--- src/rtl/pc_gen.sv ---
// Fetch-stage program counter with a priority next-PC selector and a
// return-address stack fed by same-cycle predecode of the instruction at pc.
module pc_gen #(
  parameter int              XLEN         = 32,
  parameter logic [XLEN-1:0] RESET_VECTOR = 32'hBFC00000,
  parameter int              RAS_DEPTH    = 4
) (
  input  logic                           clk,
  input  logic                           rst,
  input  logic                           en,
  input  logic                           ex_redirect,
  input  logic [XLEN-1:0]                ex_target,
  input  logic                           ex_is_jalr,
  input  logic                           pd_call,
  input  logic                           pd_ret,
  input  logic                           pd_jal,
  input  logic [XLEN-1:0]                pd_target,
  output logic [XLEN-1:0]                pc,
  output logic [XLEN-1:0]                pc_plus4,
  output logic                           pred_taken,
  output logic                           misaligned,
  output logic [$clog2(RAS_DEPTH):0]     ras_count
);

  localparam int PW = $clog2(RAS_DEPTH);
  localparam int CW = PW + 1;

  logic [XLEN-1:0] r_pc;
  logic [XLEN-1:0] r_ras [RAS_DEPTH];
  logic [PW-1:0]   r_sp;
  logic [CW-1:0]   r_cnt;

  logic            w_upd;
  logic            w_pop;
  logic [XLEN-1:0] w_pc_plus4;
  logic [XLEN-1:0] w_top;
  logic [XLEN-1:0] w_ex_target;
  logic [XLEN-1:0] w_next;
  logic [PW-1:0]   w_wr_idx;

  assign w_upd       = en & ~ex_redirect & ~rst;
  assign w_pop       = pd_ret & (r_cnt != '0);
  assign w_pc_plus4  = r_pc + XLEN'(4);
  assign w_top       = r_ras[r_sp];
  assign w_ex_target = ex_target & ~{{(XLEN-1){1'b0}}, ex_is_jalr};
  // A coroutine swap overwrites the current top instead of pushing above it.
  assign w_wr_idx    = w_pop ? r_sp : r_sp + PW'(1);

  always_comb begin
    w_next = w_pc_plus4;
    if (rst)              w_next = RESET_VECTOR;
    else if (ex_redirect) w_next = w_ex_target;
    else if (!en)         w_next = r_pc;
    else if (w_pop)       w_next = w_top;
    else if (pd_jal)      w_next = pd_target;
  end

  always_ff @(posedge clk) begin
    if (rst) begin
      r_pc  <= RESET_VECTOR;
      r_sp  <= '0;
      r_cnt <= '0;
    end else begin
      r_pc <= w_next;
      if (w_upd) begin
        if (pd_call && !w_pop) begin
          r_sp <= r_sp + PW'(1);
          if (r_cnt != CW'(RAS_DEPTH)) r_cnt <= r_cnt + CW'(1);
        end else if (w_pop && !pd_call) begin
          r_sp  <= r_sp - PW'(1);
          r_cnt <= r_cnt - CW'(1);
        end
      end
    end
  end

  // Entry storage is never reset; validity is tracked by r_cnt alone.
  always_ff @(posedge clk) begin
    if (w_upd && pd_call) r_ras[w_wr_idx] <= w_pc_plus4;
  end

  assign pc         = r_pc;
  assign pc_plus4   = w_pc_plus4;
  assign pred_taken = w_upd & (w_pop | pd_jal);
  assign misaligned = |r_pc[1:0];
  assign ras_count  = r_cnt;

endmodule

--- config.mk ---
export PLATFORM = sky130hd
export DESIGN_NAME = pc_gen
export DESIGN_NICKNAME = d
export VERILOG_FILES = /design/src/rtl/pc_gen.sv
export SDC_FILE = /design/constraint.sdc
export NUM_CORES = 1
export LEC_CHECK = 0
export CAP_MARGIN = 20
export CORE_ASPECT_RATIO = 0.9
export CORE_MARGIN = 5
export CORE_UTILIZATION = 53
export CTS_CLUSTER_DIAMETER = 120
export DETAILED_ROUTE_END_ITERATION = 6
export GPL_ROUTABILITY_DRIVEN = 0
export GPL_TIMING_DRIVEN = 1
export PLACE_DENSITY = 0.9
export SLEW_MARGIN = 20
export SYNTH_ARGS = -nofsm -noshare
export SYNTH_HDL_FRONTEND = slang
export SYNTH_SLANG_ARGS = --single-unit
--- constraint.sdc ---
create_clock -name clk -period 4.3 [get_ports clk]
set_input_delay 0.86 -clock clk [delete_from_list [all_inputs] [get_ports clk]]
set_output_delay 0.86 -clock clk [all_outputs]
set_load 0.02 [all_outputs]
==> key figures, run 1 <==
Synth
  • Synthesized area: 7920 um2
  • Post-synthesis net count: 690
  • Post-synthesis sequential area ratio: 58.4%
  • Ys flop type: edfxtp_1
  • Mapped Cells: 614
  • Netlist cell types: 67
  • Post-synth EDFFs: 128
  • Register bit total from synthesis: 167
  • Synth warnings: 0
  • Syn_area_per_cell: 12.9 um2
  • Async SR Flop Fraction: 0%

Clock tree
  • Clock sinks: 167
  • CTS tree: done
  • Clock buffer depth: 2
  • Setup bufs post-CTS: 0
  • Reg clk slew, reported paths: 60 ps
  • CTS root buf: clkbuf_16
  • Resized Gates After CTS: 0
  • Worst skew pair latency: 430 ps
  • Hold buffer count at CTS: 0
  • TritonCTS buffer count: 17
  • H-tree levels: 4

Critical path
  • Critical path required time: 3440 ps
  • CP Data Arrival Time: 3180 ps
  • Max Fanout on Critical Path: 10
  • Capturing point of the worst reg2reg path: ras_count[2]
  • Reg2reg setup slack: 1230 ps
  • Crit path kind: reg -> out
  • Reg2Reg Depth: 9
  • FF-to-FF Start: ras_count[1]
  • Startpoint types: flop
  • Crit. Startpoint: pc[2]
  • Nature of the critical path endpoint: output port

Global routing
  • First-pass GRT wire length: 35500 um
  • Vias in the first global route: 6182
  • Global route overflow: 0
  • Antenna violations before repair: 0
  • Largest net degree at the start of global routing: 66
  • Total GRT Usage: 26.3%

Route
  • Final wirelength: 23200 um
  • WL per Instance: 24.3 um
  • Drt drc: 0
  • DR iter-0 viols: 810
  • DRT antenna net count: 0
  • Pre-Repair DR Iteration Count: 5
  • Vias per inst: 6.56
  • Total vias in the final route: 6275

STA
  • Hold WS: 573 ps
  • Final critical-path required period: 4040 ps
  • Slew @ Worst Pin: 980 ps
  • Final setup vio count: 0
  • Final hold violation count: 0
  • Fmax: 0.248 GHz
  • Total negative slack: 0 ps
  • PnR worst setup slack: 264 ps
  • Slew Limit Fails: 0
  • Clock skew: 5.17 ps
  • RSZ-0062 raised after global routing: no
  • Final worst path period share: 93.8%
  • Relative slew margins: 34.6%

Min path
  • Worst Hold Launch: pc[0]
  • WHS Endpoint: r_ras[0][0]
  • Worst Hold Class: reg -> reg
  • WHS Path Cells: 0

Floorplan
  • Die X: 139 um
  • Initial core utilization: 53.8%
  • Num ports: 141
  • Row count: 42
  • Area of the die: 17500 um2
  • Core box area: 14700 um2
  • Die Y: 126 um

Placed design
  • Post-place setup slack: 793 ps
  • # port buffers: 140
  • Cell area after placement: 9510 um2
  • Final HPWL DP: 15000 um

Power
  • NetSw: 985 uW
  • PD cells: 381 nW/um2
  • Sequential share of power: 48.2%
  • Peak VDD IR: 0.317 mV
  • Clock network fraction of design power: 37.8%
  • Logic pwr share: 14.0%
  • Internal: 2.85 mW
  • Sw Share: 25.7%
  • Leakage: 3.33 nW

Flow run
  • Max_cap viols: 0

Finish
  • Nets@finish: 821
  • Layout area overhead: 27.1%
  • Fraction of layout cells with a size suffix above 1: 14.2%
  • ANT cells: 0
  • Fillcell total: 995
  • Final instance area: 10100 um2

Outcome
  • Status: finished clean
how the worst max path moves through the flow:
stage | cells past startpoint | slack, ps | endpoint
2_1_floorplan | 6 | 740 | r_ras[0][0]
3_3_place_gp | 4 | 810 | pred_taken
3_5_place_dp | 4 | 790 | pred_taken
4_1_cts | 6 | 320 | pc_plus4[26]
5_1_grt | 6 | 20 | pc_plus4[26]
6_report | 6 | 260 | pc_plus4[26]
power by group through the flow:
stage / clock, mW / combinational, mW / sequential, mW
floorplan: 0 / 0.267 / 1.88
global placement: 0 / 0.513 / 1.88
detailed placement: 0 / 0.524 / 1.88
CTS: 1.46 / 0.531 / 1.85
global route: 1.53 / 0.565 / 1.85
finish: 1.45 / 0.536 / 1.85
flip-flops by register name, summed over array words and instances (netlist names), named ones only:
name       flops
pc            32
r_ras        128
r_sp           2
ras_count      3
metal layers:
metal | vias up | share of wire (%) | global-route usage, %
met5 | - | 0 | 0
met2 | 525 | 48 | 42.4
li1 | 2648 | - | -
met3 | 72 | 13 | 7.73
met1 | 3030 | 37 | 34.1
met4 | 0 | 3.1 | 9.78
worst max-delay path, stage by stage, from the launching register on:
cell	delay (ps)
dfxtp_1	450
ha_1	250
and3_1	360
nand4_2	330
nor4_1	450
or2_1	250
clkdlybuf4s50_1	640
final cells by class:
type	count	area (um2)	area share, %
clock buffer	18	439	4.36
clock inverter	14	125	1.24
inverter	21	78.8	0.783
multi-input combinational	382	3020	30.0
sequential	167	4630	45.9
tap	198	248	2.46
timing repair buffer	156	1530	15.2
through the flow:
step | util, % | total power, mW | cells
6_report | 68.4 | 3.84 | 956
5_1_grt | 68.4 | 3.95 | 956
4_1_cts | 68.4 | 3.84 | 956
3_5_place_dp | 64.6 | 2.40 | 924
3_3_place_gp | 64.6 | 2.39 | 924
2_1_floorplan | - | 2.15 | 614
logic make-up after synthesis:
kind of cell,count (synthesis),synth area share [%]
and+or+nand+nor,176,12.6
buffers and inverters,65,3.79
muxes,40,10.1
DFF,167,58.4
adders and majority gates,4,0.727
xor gates and xnor gates,24,2.65
AOI/OAI and AO/OA,138,11.8
Yosys cell counts (11+ instances only):
cell type	count	area, um2
o21ai_0	13	65.1
nand3_1	30	150
edfxtp_1	128	3840
nand4_1	11	68.8
nor3b_1	11	82.6
dfxtp_1	39	781
o21ai_1	11	55.1
buf_2	15	75.1
xnor2_1	18	158
nor2_1	28	105
nand2_1	25	93.8
nor3_1	14	70.1
mux4_2	32	721
clkbuf_1	16	60.1
a21oi_1	44	220
inv_1	19	71.3
o31a_1	13	114
layout by cell type (no fill, tap or decap), drive strengths merged, types with 9 or more instances in the layout:
| cell type | netlist | final |
|---|---|---|
| a21oi | 44 | 44 |
| clkbuf | 16 | 18 |
| xnor2 | 18 | 18 |
| and3 | 10 | 10 |
| dfxtp | 39 | 39 |
| a211oi | 9 | 9 |
| a221oi | 10 | 10 |
| nor3 | 14 | 14 |
| nand3 | 32 | 32 |
| clkdlybuf4s50 | 0 | 139 |
| nand2 | 25 | 25 |
| nor3b | 11 | 11 |
| nor2 | 29 | 29 |
| o21ai | 24 | 24 |
| nand2b | 11 | 11 |
| edfxtp | 128 | 128 |
| mux4 | 32 | 32 |
| inv | 20 | 24 |
| nand4 | 13 | 13 |
| o31a | 13 | 13 |
| nor4 | 9 | 9 |
| buf | 28 | 17 |
Note: power is estimated with default switching activity, not from simulation.
==> inputs of run 2 (changes only) <==
- PLACE_DENSITY: 0.9 -> 0.84
==> key figures, run 2 (same netlist as run 1, synthesis figures left out) <==
Critical path
  • Crit path kind: reg -> out (unchanged)
  • CP Data Arrival Time: 3220 ps (was 3180 ps)
  • Critical path required time: 3440 ps (about the same)
  • Startpoint types: flop (unchanged)
  • Nature of the critical path endpoint: output port (unchanged)
  • Max Fanout on Critical Path: 10 (unchanged)

Clock tree
  • Reg clk slew, reported paths: 60 ps (about the same)
  • Resized Gates After CTS: 0 (unchanged)
  • TritonCTS buffer count: 17 (unchanged)
  • H-tree levels: 4 (unchanged)
  • Hold buffer count at CTS: 0 (unchanged)
  • Setup bufs post-CTS: 0 (unchanged)
  • Worst skew pair latency: 430 ps (about the same)
  • CTS root buf: clkbuf_16 (unchanged)
  • Clock buffer depth: 2 (unchanged)
  • CTS tree: done (unchanged)
  • Clock sinks: 167 (unchanged)

Floorplan
  • Row count: 42 (unchanged)
  • Core box area: 14700 um2 (unchanged)
  • Area of the die: 17500 um2 (unchanged)
  • Die X: 139 um (unchanged)
  • Num ports: 141 (unchanged)
  • Initial core utilization: 53.8% (unchanged)
  • Die Y: 126 um (unchanged)

Finish
  • Most common cell after layout, fill and taps aside: clkdlybuf4s50_1 (unchanged)
  • Fraction of layout cells with a size suffix above 1: 13.3% (was 14.2%)
  • Most frequent cells in the layout: 139 x clkdlybuf4s50_1, 128 x edfxtp_1, 42 x a21oi_1 (unchanged)
  • Biggest register: r_ras (unchanged)
  • Max FFs per register: 128 (unchanged)
  • ANT cells: 0 (unchanged)
  • Post-Layout Cell Count: 958 (was 956)
  • Nets@finish: 823 (was 821)
  • Layout area overhead: 27.4% (was 27.1%)

STA
  • Total negative slack: 0 ps (unchanged)
  • Slew Limit Fails: 0 (unchanged)
  • Relative slew margins: 30.8% (was 34.6%)
  • RSZ-0062 raised after global routing: no (unchanged)
  • Final critical-path required period: 4080 ps (was 4040 ps)
  • Final hold violation count: 0 (unchanged)
  • Fmax: 0.245 GHz (was 0.248 GHz)
  • Slew @ Worst Pin: 1040 ps (was 980 ps)
  • Clock skew: 6.57 ps (was 5.17 ps)
  • Final setup vio count: 0 (unchanged)
  • Final worst path period share: 95.0% (was 93.8%)

Route
  • Wire length on met3: 3110 um (was 2920 um)
  • Pre-Repair DR Iteration Count: 7 (was 5)
  • DR WL met2: 10900 um (was 11000 um)
  • DRT antenna net count: 0 (unchanged)
  • Metal-1 WL: 9040 um (was 8530 um)
  • Total vias in the final route: 6264 (was 6275)
  • DR iter-0 viols: 770 (was 810)
  • WL per Instance: 24.6 um (was 24.3 um)
  • DR top layer: met4 (unchanged)
  • Final wirelength: 23600 um (was 23200 um)
  • Vias per inst: 6.54 (was 6.56)
  • Drt drc: 0 (unchanged)

Placed design
  • Placed Cells: 926 (was 924)
  • Final HPWL DP: 15600 um (was 15000 um)
  • # port buffers: 140 (unchanged)

Power
  • Logic pwr share: 13.7% (was 14.0%)
  • Internal: 2.98 mW (was 2.85 mW)
  • NetSw: 939 uW (was 985 uW)
  • Clock network fraction of design power: 39.1% (was 37.8%)
  • PD cells: 389 nW/um2 (was 381 nW/um2)
  • Sequential share of power: 47.1% (was 48.2%)
  • Final Power: 3.92 mW (was 3.84 mW)
  • Leakage: 3.36 nW (was 3.33 nW)
  • Sw Share: 24.0% (was 25.7%)
  • Peak VDD IR: 0.290 mV (was 0.317 mV)

Global routing
  • Largest net degree at the start of global routing: 67 (was 66)
  • Total GRT Usage: 26.8% (was 26.3%)
  • Vias in the first global route: 6212 (was 6182)
  • First-pass GRT wire length: 35800 um (was 35500 um)
  • Global route overflow: 0 (unchanged)
  • Antenna violations before repair: 0 (unchanged)

Flow run
  • Max_cap viols: 0 (unchanged)

Min path
  • Worst Hold Class: reg -> reg (unchanged)

Outcome
  • Status: finished clean (unchanged)
==> run 2: cell types whose count changed in the layout (fill, tap and decap cells not counted), sizes merged <==
cell / delta
clkinv: -4
clkinvlp: -5
inv: -4
bufinv: +2
buf: +2
clkbuf: +11
==> run 2: layer usage <==
metal | GRT usage, % | vias up
li1 | - | 2650
met1 | 35.6 | 3081
met2 | 41.8 | 478
met3 | 9.44 | 55
met4 | 8.92 | 0
met5 | 0 | -
==> run 2: metrics by stage <==
step                      worst slack [ps]  hold slack [ps]  utilization [%]  area (um2)
after CTS                              257              565             68.6       10100
after detailed placement               762              557             64.6        9510
after floorplan                        740              556                -        7920
final                                  216              562             68.6       10100
after global placement                 826              548             64.6        9510
after global routing                  27.3              590             68.6       10100
==> run 2: final timing paths <==
check,startpoint,endpoint,slack [ps],cells past startpoint
worst max-delay path,pc[2],pc_plus4[26],220,6
worst min-delay path,pc[0],r_ras[2][0],560,0
worst max register to register,ras_count[2],ras_count[2],1770,9
worst min register to register,pc[0],r_ras[2][0],560,0
==> run 2: area by class of cell <==
type	count	area (um2)
Inverter	21	78.8
Clock buffer	29	490
Sequential cell	167	4630
Clock inverter	3	90.1
Fill cell	1042	4630
Timing Repair Buffer	158	1530
Multi-Input combinational cell	382	3020
Tap cell	198	248
==> run 2: power groups by stage <==
stage | combinational [mW] | sequential (mW) | clock, mW
final | 0.539 | 1.85 | 1.53
after global placement | 0.515 | 1.88 | 0
after global routing | 0.569 | 1.85 | 1.62
after floorplan | 0.267 | 1.88 | 0
after CTS | 0.535 | 1.85 | 1.54
after detailed placement | 0.530 | 1.88 | 0
==> run 2: critical path, cell delays in order, from the launching register on <==
cell,delay [ps]
dfxtp_1,490
ha_1,270
and3_1,340
nand4_2,320
nor4_1,450
or2_1,270
clkdlybuf4s50_1,640
